[src/rtl/sargantana_icache_pkg.sv]
// rtl/sargantana_icache_pkg.sv - shared types and helpers of the I-cache refill engine
package sargantana_icache_pkg;

  typedef enum logic [1:0] {
    IDLE  = 2'd0,
    REQ   = 2'd1,
    RECV  = 2'd2,
    WRITE = 2'd3
  } icache_refill_state_t;

  function automatic int calc_n_beats(input int line_w, input int beat_w);
    return line_w / beat_w;
  endfunction

endpackage

[src/rtl/sargantana_icache_victim_sel.sv]
// rtl/sargantana_icache_victim_sel.sv - invalid-first victim choice plus replacement state
// SARGANTANA_ICACHE_PLRU_EN selects per-set tree PLRU; otherwise a global round-robin pointer.
module sargantana_icache_victim_sel #(
  parameter int N_WAY     = 4,
  parameter int IDX_WIDTH = 6
) (
  input  logic                 clk_i,
  input  logic                 rst_i,
  input  logic [IDX_WIDTH-1:0] lookup_idx_i,
  input  logic [N_WAY-1:0]     valid_bits_i,
  output logic [N_WAY-1:0]     victim_o,
  input  logic                 fill_valid_i,
  input  logic [N_WAY-1:0]     fill_way_i,
  input  logic [IDX_WIDTH-1:0] fill_idx_i,
  input  logic                 hit_valid_i,
  input  logic [N_WAY-1:0]     hit_way_i,
  input  logic [IDX_WIDTH-1:0] hit_idx_i
);

  localparam int WAY_IDX_W = $clog2(N_WAY);

  logic             inv_found;
  logic [N_WAY-1:0] inv_way;
  logic [N_WAY-1:0] repl_way;

  always_comb begin
    inv_found = 1'b0;
    inv_way   = '0;
    for (int w = 0; w < N_WAY; w++) begin
      if (!valid_bits_i[w] && !inv_found) begin
        inv_found  = 1'b1;
        inv_way[w] = 1'b1;
      end
    end
  end

  assign victim_o = inv_found ? inv_way : repl_way;

`ifdef SARGANTANA_ICACHE_PLRU_EN
  typedef logic [N_WAY-2:0] tree_t;

  tree_t tree_q [2**IDX_WIDTH];
  tree_t tree_d [2**IDX_WIDTH];

  function automatic logic [WAY_IDX_W-1:0] oh2idx(input logic [N_WAY-1:0] oh);
    logic [WAY_IDX_W-1:0] idx;
    idx = '0;
    for (int w = 0; w < N_WAY; w++) begin
      if (oh[w]) idx = WAY_IDX_W'(w);
    end
    return idx;
  endfunction

  // Level l of the tree splits on way-index bit l (LSB first); a node bit
  // records which half was touched most recently.
  function automatic tree_t tree_update(input tree_t t, input logic [WAY_IDX_W-1:0] w);
    tree_t r;
    int    node;
    r    = t;
    node = 0;
    for (int l = 0; l < WAY_IDX_W; l++) begin
      for (int n = 0; n < N_WAY - 1; n++) begin
        if (n == node) r[n] = w[l];
      end
      node = 2 * node + 1 + (w[l] ? 1 : 0);
    end
    return r;
  endfunction

  function automatic logic [WAY_IDX_W-1:0] tree_victim(input tree_t t);
    logic [WAY_IDX_W-1:0] idx;
    logic                 b;
    int                   node;
    idx  = '0;
    node = 0;
    for (int l = 0; l < WAY_IDX_W; l++) begin
      b = 1'b0;
      for (int n = 0; n < N_WAY - 1; n++) begin
        if (n == node) b = t[n];
      end
      idx[l] = !b;
      node   = 2 * node + 1 + (b ? 0 : 1);
    end
    return idx;
  endfunction

  // Fill update is applied last so it overrides a same-set hit update.
  always_comb begin
    tree_d = tree_q;
    if (hit_valid_i) tree_d[hit_idx_i] = tree_update(tree_q[hit_idx_i], oh2idx(hit_way_i));
    if (fill_valid_i) tree_d[fill_idx_i] = tree_update(tree_q[fill_idx_i], oh2idx(fill_way_i));
  end

  always_ff @(posedge clk_i) begin
    if (rst_i) begin
      for (int s = 0; s < 2**IDX_WIDTH; s++) tree_q[s] <= '0;
    end else begin
      tree_q <= tree_d;
    end
  end

  assign repl_way = N_WAY'(1) << tree_victim(tree_q[lookup_idx_i]);
`else
  logic [WAY_IDX_W-1:0] rr_q, rr_d;
  logic                 unused_hit;

  always_comb begin
    rr_d = rr_q;
    if (fill_valid_i && !inv_found) rr_d = rr_q + WAY_IDX_W'(1);
  end

  always_ff @(posedge clk_i) begin
    if (rst_i) rr_q <= '0;
    else       rr_q <= rr_d;
  end

  assign repl_way   = N_WAY'(1) << rr_q;
  assign unused_hit = ^{hit_valid_i, hit_way_i, hit_idx_i, fill_way_i, fill_idx_i, lookup_idx_i};
`endif

endmodule

[src/rtl/sargantana_icache_refill.sv]
// rtl/sargantana_icache_refill.sv - I-cache miss fill engine: L2 request, beat assembly, way write
// Replacement policy chosen by SARGANTANA_ICACHE_PLRU_EN (tree PLRU) else round-robin.
module sargantana_icache_refill
  import sargantana_icache_pkg::*;
#(
  parameter int ICACHE_N_WAY = 4,
  parameter int TAG_WIDHT    = 20,
  parameter int IDX_WIDTH    = 6,
  parameter int WAY_WIDHT    = 512,
  parameter int BEAT_WIDTH   = 128
) (
  input  logic                           clk_i,
  input  logic                           rst_i,
  input  logic                           miss_valid_i,
  output logic                           miss_ready_o,
  input  logic [TAG_WIDHT-1:0]           miss_tag_i,
  input  logic [IDX_WIDTH-1:0]           miss_idx_i,
  input  logic [ICACHE_N_WAY-1:0]        way_valid_bits_i,
  input  logic                           flush_i,
  output logic                           l2_req_valid_o,
  input  logic                           l2_req_ready_i,
  output logic [TAG_WIDHT+IDX_WIDTH-1:0] l2_req_addr_o,
  input  logic                           l2_resp_valid_i,
  output logic                           l2_resp_ready_o,
  input  logic [BEAT_WIDTH-1:0]          l2_resp_data_i,
  input  logic                           l2_resp_last_i,
  input  logic                           l2_resp_error_i,
  output logic                           wr_en_o,
  output logic [ICACHE_N_WAY-1:0]        wr_way_o,
  output logic [IDX_WIDTH-1:0]           wr_idx_o,
  output logic [TAG_WIDHT-1:0]           wr_tag_o,
  output logic [WAY_WIDHT-1:0]           wr_data_o,
  output logic [WAY_WIDHT-1:0]           ifill_data_o,
  output logic                           ifill_valid_o,
  output logic                           fill_error_o,
  input  logic                           hit_valid_i,
  input  logic [ICACHE_N_WAY-1:0]        hit_way_i,
  input  logic [IDX_WIDTH-1:0]           hit_idx_i
);

  localparam int N_BEATS = calc_n_beats(WAY_WIDHT, BEAT_WIDTH);
  // One extra count value marks "line full, dropping beats until last".
  localparam int CNT_W = $clog2(N_BEATS + 1);
  localparam logic [CNT_W-1:0] LAST_BEAT = CNT_W'(N_BEATS - 1);

  icache_refill_state_t          state_q, state_d;
  logic [TAG_WIDHT-1:0]          tag_q, tag_d;
  logic [IDX_WIDTH-1:0]          idx_q, idx_d;
  logic [ICACHE_N_WAY-1:0]       vbits_q, vbits_d;
  logic [ICACHE_N_WAY-1:0]       way_q, way_d;
  logic [CNT_W-1:0]              cnt_q, cnt_d;
  logic [WAY_WIDHT-1:0]          line_q, line_d;
  logic                          kill_q, kill_d;
  logic                          err_q, err_d;
  logic                          fill_err_q, fill_err_d;
  logic [ICACHE_N_WAY-1:0]       victim_way;

  always_comb begin
    state_d    = state_q;
    tag_d      = tag_q;
    idx_d      = idx_q;
    vbits_d    = vbits_q;
    way_d      = way_q;
    cnt_d      = cnt_q;
    line_d     = line_q;
    kill_d     = kill_q;
    err_d      = err_q;
    fill_err_d = 1'b0;

    case (state_q)
      IDLE: begin
        if (miss_valid_i) begin
          tag_d   = miss_tag_i;
          idx_d   = miss_idx_i;
          vbits_d = way_valid_bits_i;
          kill_d  = 1'b0;
          err_d   = 1'b0;
          cnt_d   = '0;
          state_d = REQ;
        end
      end
      REQ: begin
        if (flush_i) kill_d = 1'b1;
        if (l2_req_ready_i) state_d = RECV;
      end
      RECV: begin
        if (flush_i) kill_d = 1'b1;
        if (l2_resp_valid_i) begin
          if (cnt_q <= LAST_BEAT) begin
            for (int b = 0; b < N_BEATS; b++) begin
              if (cnt_q == CNT_W'(b)) line_d[b*BEAT_WIDTH +: BEAT_WIDTH] = l2_resp_data_i;
            end
            cnt_d = cnt_q + CNT_W'(1);
          end
          // last must coincide exactly with the final beat slot
          if (l2_resp_error_i || (l2_resp_last_i != (cnt_q == LAST_BEAT))) err_d = 1'b1;
          if (l2_resp_last_i) begin
            if (!err_d && !kill_d) begin
              way_d   = victim_way;
              state_d = WRITE;
            end else begin
              fill_err_d = err_d;
              state_d    = IDLE;
            end
          end
        end
      end
      WRITE: begin
        state_d = IDLE;
      end
      default: state_d = IDLE;
    endcase
  end

  always_ff @(posedge clk_i) begin
    if (rst_i) begin
      state_q    <= IDLE;
      tag_q      <= '0;
      idx_q      <= '0;
      vbits_q    <= '0;
      way_q      <= '0;
      cnt_q      <= '0;
      line_q     <= '0;
      kill_q     <= 1'b0;
      err_q      <= 1'b0;
      fill_err_q <= 1'b0;
    end else begin
      state_q    <= state_d;
      tag_q      <= tag_d;
      idx_q      <= idx_d;
      vbits_q    <= vbits_d;
      way_q      <= way_d;
      cnt_q      <= cnt_d;
      line_q     <= line_d;
      kill_q     <= kill_d;
      err_q      <= err_d;
      fill_err_q <= fill_err_d;
    end
  end

  sargantana_icache_victim_sel #(
    .N_WAY     (ICACHE_N_WAY),
    .IDX_WIDTH (IDX_WIDTH)
  ) u_victim_sel (
    .clk_i        (clk_i),
    .rst_i        (rst_i),
    .lookup_idx_i (idx_q),
    .valid_bits_i (vbits_q),
    .victim_o     (victim_way),
    .fill_valid_i (wr_en_o),
    .fill_way_i   (way_q),
    .fill_idx_i   (idx_q),
    .hit_valid_i  (hit_valid_i),
    .hit_way_i    (hit_way_i),
    .hit_idx_i    (hit_idx_i)
  );

  assign miss_ready_o    = (state_q == IDLE);
  assign l2_req_valid_o  = (state_q == REQ);
  assign l2_req_addr_o   = {tag_q, idx_q};
  assign l2_resp_ready_o = (state_q == RECV);
  assign wr_en_o         = (state_q == WRITE);
  assign ifill_valid_o   = wr_en_o;
  assign wr_way_o        = way_q;
  assign wr_idx_o        = idx_q;
  assign wr_tag_o        = tag_q;
  assign wr_data_o       = line_q;
  assign ifill_data_o    = line_q;
  assign fill_error_o    = fill_err_q;

endmodule

[config.mk]
export PLATFORM = sky130hd
export DESIGN_NAME = sargantana_icache_refill
export DESIGN_NICKNAME = d
export VERILOG_FILES = /design/src/rtl/sargantana_icache_pkg.sv /design/src/rtl/sargantana_icache_victim_sel.sv /design/src/rtl/sargantana_icache_refill.sv
export SDC_FILE = /design/constraint.sdc
export NUM_CORES = 1
export LEC_CHECK = 0
export ABC_AREA = 1
export CAP_MARGIN = 10
export CORE_AREA = 3 3 487 489
export CTS_CLUSTER_SIZE = 28
export DETAILED_ROUTE_END_ITERATION = 10
export DIE_AREA = 0 0 490 492
export GPL_ROUTABILITY_DRIVEN = 0
export SYNTH_ARGS = -nofsm -noshare
export SYNTH_HDL_FRONTEND = slang
export SYNTH_HIERARCHICAL = 1
export SYNTH_SLANG_ARGS = --single-unit
[constraint.sdc]
create_clock -name clk_i -period 2 [get_ports clk_i]
set_clock_uncertainty 0.2 [all_clocks]
set_input_delay 0.2 -clock clk_i [delete_from_list [all_inputs] [get_ports clk_i]]
set_output_delay 0.2 -clock clk_i [all_outputs]
set_load 0.03 [all_outputs]
==> flow_metrics.py, run 1 <==
metrics = {
    "detailed_routing": {
        "drc": 0,
        "drt_pre_antenna_iters": 5,
        "drt_wl_total_mm": 211,
        "vias_per_cell": 3.50,
        "antenna_violating_nets_remaining": 0,
        "vias": 25176,
        "drt_iter0_drc": 1866,
        "routedWlPerCell_um": 29.4,
    },
    "timing": {
        "report.final.setup_viol": 351,
        "finalHoldViolCount": 0,
        "count_of_final_max_slew_check_failures": 0,
        "layout_min_cycle_time_ps": 2130,
        "min_period_over_period": 1.07,
        "grt_setup_unrepaired": "true",
        "finalWorstSetupSlack_ps": -131,
        "timing_worst_slew_pin_value_ps": 649,
        "max_clock_freq_ghz": 0.469,
        "maxSlewHeadroom": 0.566,
    },
    "synth": {
        "synth.lib_cells_used.distinct": 25,
        "ys_async_sr_fraction": 0,
        "ys_ff_latch": 556,
        "yosys.area.top_type_share": 0.462,
        "synthFlopType": "dfxtp_1",
        "post_synth_most_frequent_cells": "nor2_1 (1110), dfxtp_1 (556), buf_4 (539), o21ai_0 (413), o21ai_1 (132)",
        "synth_sequential_area_ratio": 0.462,
        "post_synth.cell_area_avg_um2": 7.89,
        "netlist_top_cells_area": "dfxtp_1 (46%), nor2_1 (17%), buf_4 (17%)",
        "netlist_instances": 3053,
        "mappedNetlistArea_mm2": 0.0241,
        "synth_top_cell_by_area": "dfxtp_1",
        "yosysWarnings": 6,
        "post_synth_edffs": 0,
        "post-synth-top-count-cell": "nor2_1",
        "synth_fp_nets": 3245,
    },
    "clocking": {
        "clk_root_buf": "clkbuf_16",
        "cts_max_level": 3,
        "clkLatencyLatePin_ps": 680,
        "clock_sinks": 556,
        "clkTransAtPathRegs_ps": 70,
        "ctsLongestPathBuffers": 3,
        "cts_tree": "done",
        "cts_buffers": 69,
    },
    "worst_setup_path": {
        "critical_path.startpoint_type": "flop",
        "required_time_at_the_endpoint_of_the_critical_path_ps": 2390,
        "endpoint_kind": "flop",
        "path_max_fanout": 6,
        "critical_path_class": "flop to flop",
        "timing.critical_path.arrival_ps": 2520,
    },
    "power_and_ir_drop": {
        "clockPowerShare": 0.368,
        "switching_power_mw": 13.7,
        "cell_internal_pwr_mw": 23.5,
        "leakage_nw": 18.3,
        "seqPwrFrac": 0.340,
        "power_density_mw_per_mm2": 865,
        "switching_share": 0.369,
        "vdd_drop_max_uv": 832,
        "power.combinational.fraction": 0.292,
        "total_power_consumption_mw": 37.3,
    },
    "status": {
        "status": "complete, but fails checks",
        "violations_in_the_final_reports": "setup timing",
    },
    "die": {
        "die_width_um": 490,
        "std_cell_rows": 177,
        "initial_core_util": 0.103,
        "core_area_mm2": 0.233,
        "floorplan_die_height_um": 492,
        "floorplan.io_pins": 1263,
        "die-area_mm2": 0.241,
    },
    "layout": {
        "seqCellArea_mm2": 0.0112,
        "synthToLayoutAreaGrowth_pct": 79.0,
        "final_layout_size_suffix_gt1_frac": 0.309,
        "utilization_after_layout": 0.185,
        "nFillCells": 25822,
        "num-nets-final": 4193,
        "multiInputGateArea_mm2": 0.00877,
    },
    "placed_design": {
        "port_buffers": 1251,
        "placement.setup.worst_slack_ps": -526,
        "dp.final_hpwl_mm": 162,
    },
    "grt": {
        "grt_pass1_wl_mm": 255,
        "globalRoute.totalOverflow": 0,
        "groute.usage.overall": 0.160,
        "antenna_violations_before_repair": 15,
        "vias_in_the_first_global_route": 23751,
        "largest_net_degree_at_the_start_of_global_routing": 68,
    },
    "flow_run": {
        "reported_max_cap_violation_count": 0,
    },
    "min_path": {
        "min_path_type": "input pin to flop",
    },
}
==> per-layer routing <==
metal	vias up	part of all wire	global-route usage	routed length, um
li1	11127	-	-	-
met4	0	0.041	0.0495	8720
met3	287	0.15	0.106	32600
met2	1649	0.44	0.255	93400
met5	-	0	0	0
met1	12113	0.36	0.172	76500
==> critical path: stages, from the launching register on <==
cell	delay, ps
dfxtp_2	340
ha_4	170
ha_4	160
inv_2	60
nand2_2	60
buf_12	150
nand2_8	110
buf_12	160
buf_16	220
buf_12	170
o21ai_2	60
nor2_1	130
==> power groups by stage <==
stage	clock network, mW	logic [mW]	registers, mW
finish	13.7	10.9	12.7
global route	14.4	11.5	12.7
CTS	14.0	10.7	12.7
detailed placement	0	10.2	12.9
global placement	0	10.2	12.8
floorplan	0	4.46	13.9
==> cell type report <==
| class | instances | area share |
|---|---|---|
| repair buffers | 1589 | 0.381 |
| diodes | 4 | 0.000232 |
| clock buffers | 91 | 0.0452 |
| repair inverters | 7 | 0.00322 |
| flip-flops and latches | 556 | 0.259 |
| well taps | 3132 | 0.0909 |
| multi-input cells | 1741 | 0.203 |
| clock inverters | 36 | 0.0113 |
| inverters | 37 | 0.00572 |
==> registers in the layout, indices dropped and copies added, names as in the netlist <==
signal	cells
err_q	1
wr_way_o	4
u_victim_sel/rr_q	2
cnt_q	3
fill_error_o	1
vbits_q	4
state_q	2
wr_tag_o	20
ifill_data_o	512
wr_idx_o	6
kill_q	1
==> repair_timing <==
item | CTS | global route
pin swaps | 33 | 16
resized for setup | 1654 | 464
buffers inserted | 30 | 20
endpoints found under the setup margin | 1281 | 546
hold buffers | 78 | 0
gates cloned | 35 | 31
endpoints found under the hold margin | 160 | 0
==> cell usage in the layout (no fill, tap or decap), types with 6 or more instances in the layout <==
master,count
a21oi_1,7
buf_12,53
buf_16,50
buf_2,8
buf_4,409
buf_6,23
buf_8,28
bufinv_16,7
clkbuf_1,9
clkbuf_16,93
clkbuf_8,12
clkdlybuf4s15_1,77
clkdlybuf4s15_2,207
clkdlybuf4s50_1,165
clkinv_16,6
clkinv_2,10
clkinvlp_4,8
dfxtp_1,539
dfxtp_2,17
dlygate4sd2_1,463
dlygate4sd3_1,78
ha_1,8
ha_4,6
inv_1,24
inv_2,6
nand2_1,33
nand3_1,8
nor2_1,1004
nor2_2,72
nor2_4,40
o21ai_0,201
o21ai_1,180
o21ai_2,149
o21ai_4,15
==> worst paths after layout <==
check | startpoint | endpoint | slack [ps] | cells past startpoint
hold / removal | l2_resp_valid_i | fill_error_o | 100 | 5
setup reg to reg | cnt_q[1] | ifill_data_o[452] | -130 | 11
setup / recovery | cnt_q[1] | ifill_data_o[452] | -130 | 11
hold reg to reg | err_q | err_q | 290 | 2
==> kinds of logic (layout without fill, tap and decap cells) <==
family	after synthesis	in the layout	share of synthesized area
AO/OA/AOI/OAI	556	556	0.116
adder cells (fa/ha/maj)	15	15	0.00779
other	0	4	0
buffers and inverters	756	1760	0.229
AND/OR/NAND/NOR	1170	1170	0.185
flip-flops	556	556	0.462
==> per-stage QoR <==
step                      cell area, um2  setup TNS, ps  hold slack (ps)  instances
final                              43100         -15770             95.8       7193
after global routing               43100         -56550             21.3       7191
after CTS                          41100         -29470             1.55       7149
after detailed placement           36200        -102700              278       6882
after global placement             36200         -99430              260       6882
after floorplan                    24100              0             69.1       3053
Note: power is estimated with default switching activity, not from simulation.
==> run 2, diff against run 1 <==
--- a/config.mk
+++ b/config.mk
@@ -6,9 +6,8 @@
 export NUM_CORES = 1
 export LEC_CHECK = 0
 export ABC_AREA = 1
-export CAP_MARGIN = 10
 export CORE_AREA = 3 3 487 489
-export CTS_CLUSTER_SIZE = 28
+export CTS_CLUSTER_SIZE = 24
 export DETAILED_ROUTE_END_ITERATION = 10
 export DIE_AREA = 0 0 490 492
 export GPL_ROUTABILITY_DRIVEN = 0
==> results of run 2 <==
Same layout as run 1: the final DEF is identical, and so are final timing and power.
==> run 3, diff against run 2 <==
--- a/config.mk
+++ b/config.mk
@@ -6,6 +6,7 @@
 export NUM_CORES = 1
 export LEC_CHECK = 0
 export ABC_AREA = 1
+export CAP_MARGIN = 20
 export CORE_AREA = 3 3 487 489
 export CTS_CLUSTER_SIZE = 24
 export DETAILED_ROUTE_END_ITERATION = 10
==> results of run 3 <==
Same layout as run 1: the final DEF is identical, and so are final timing and power.
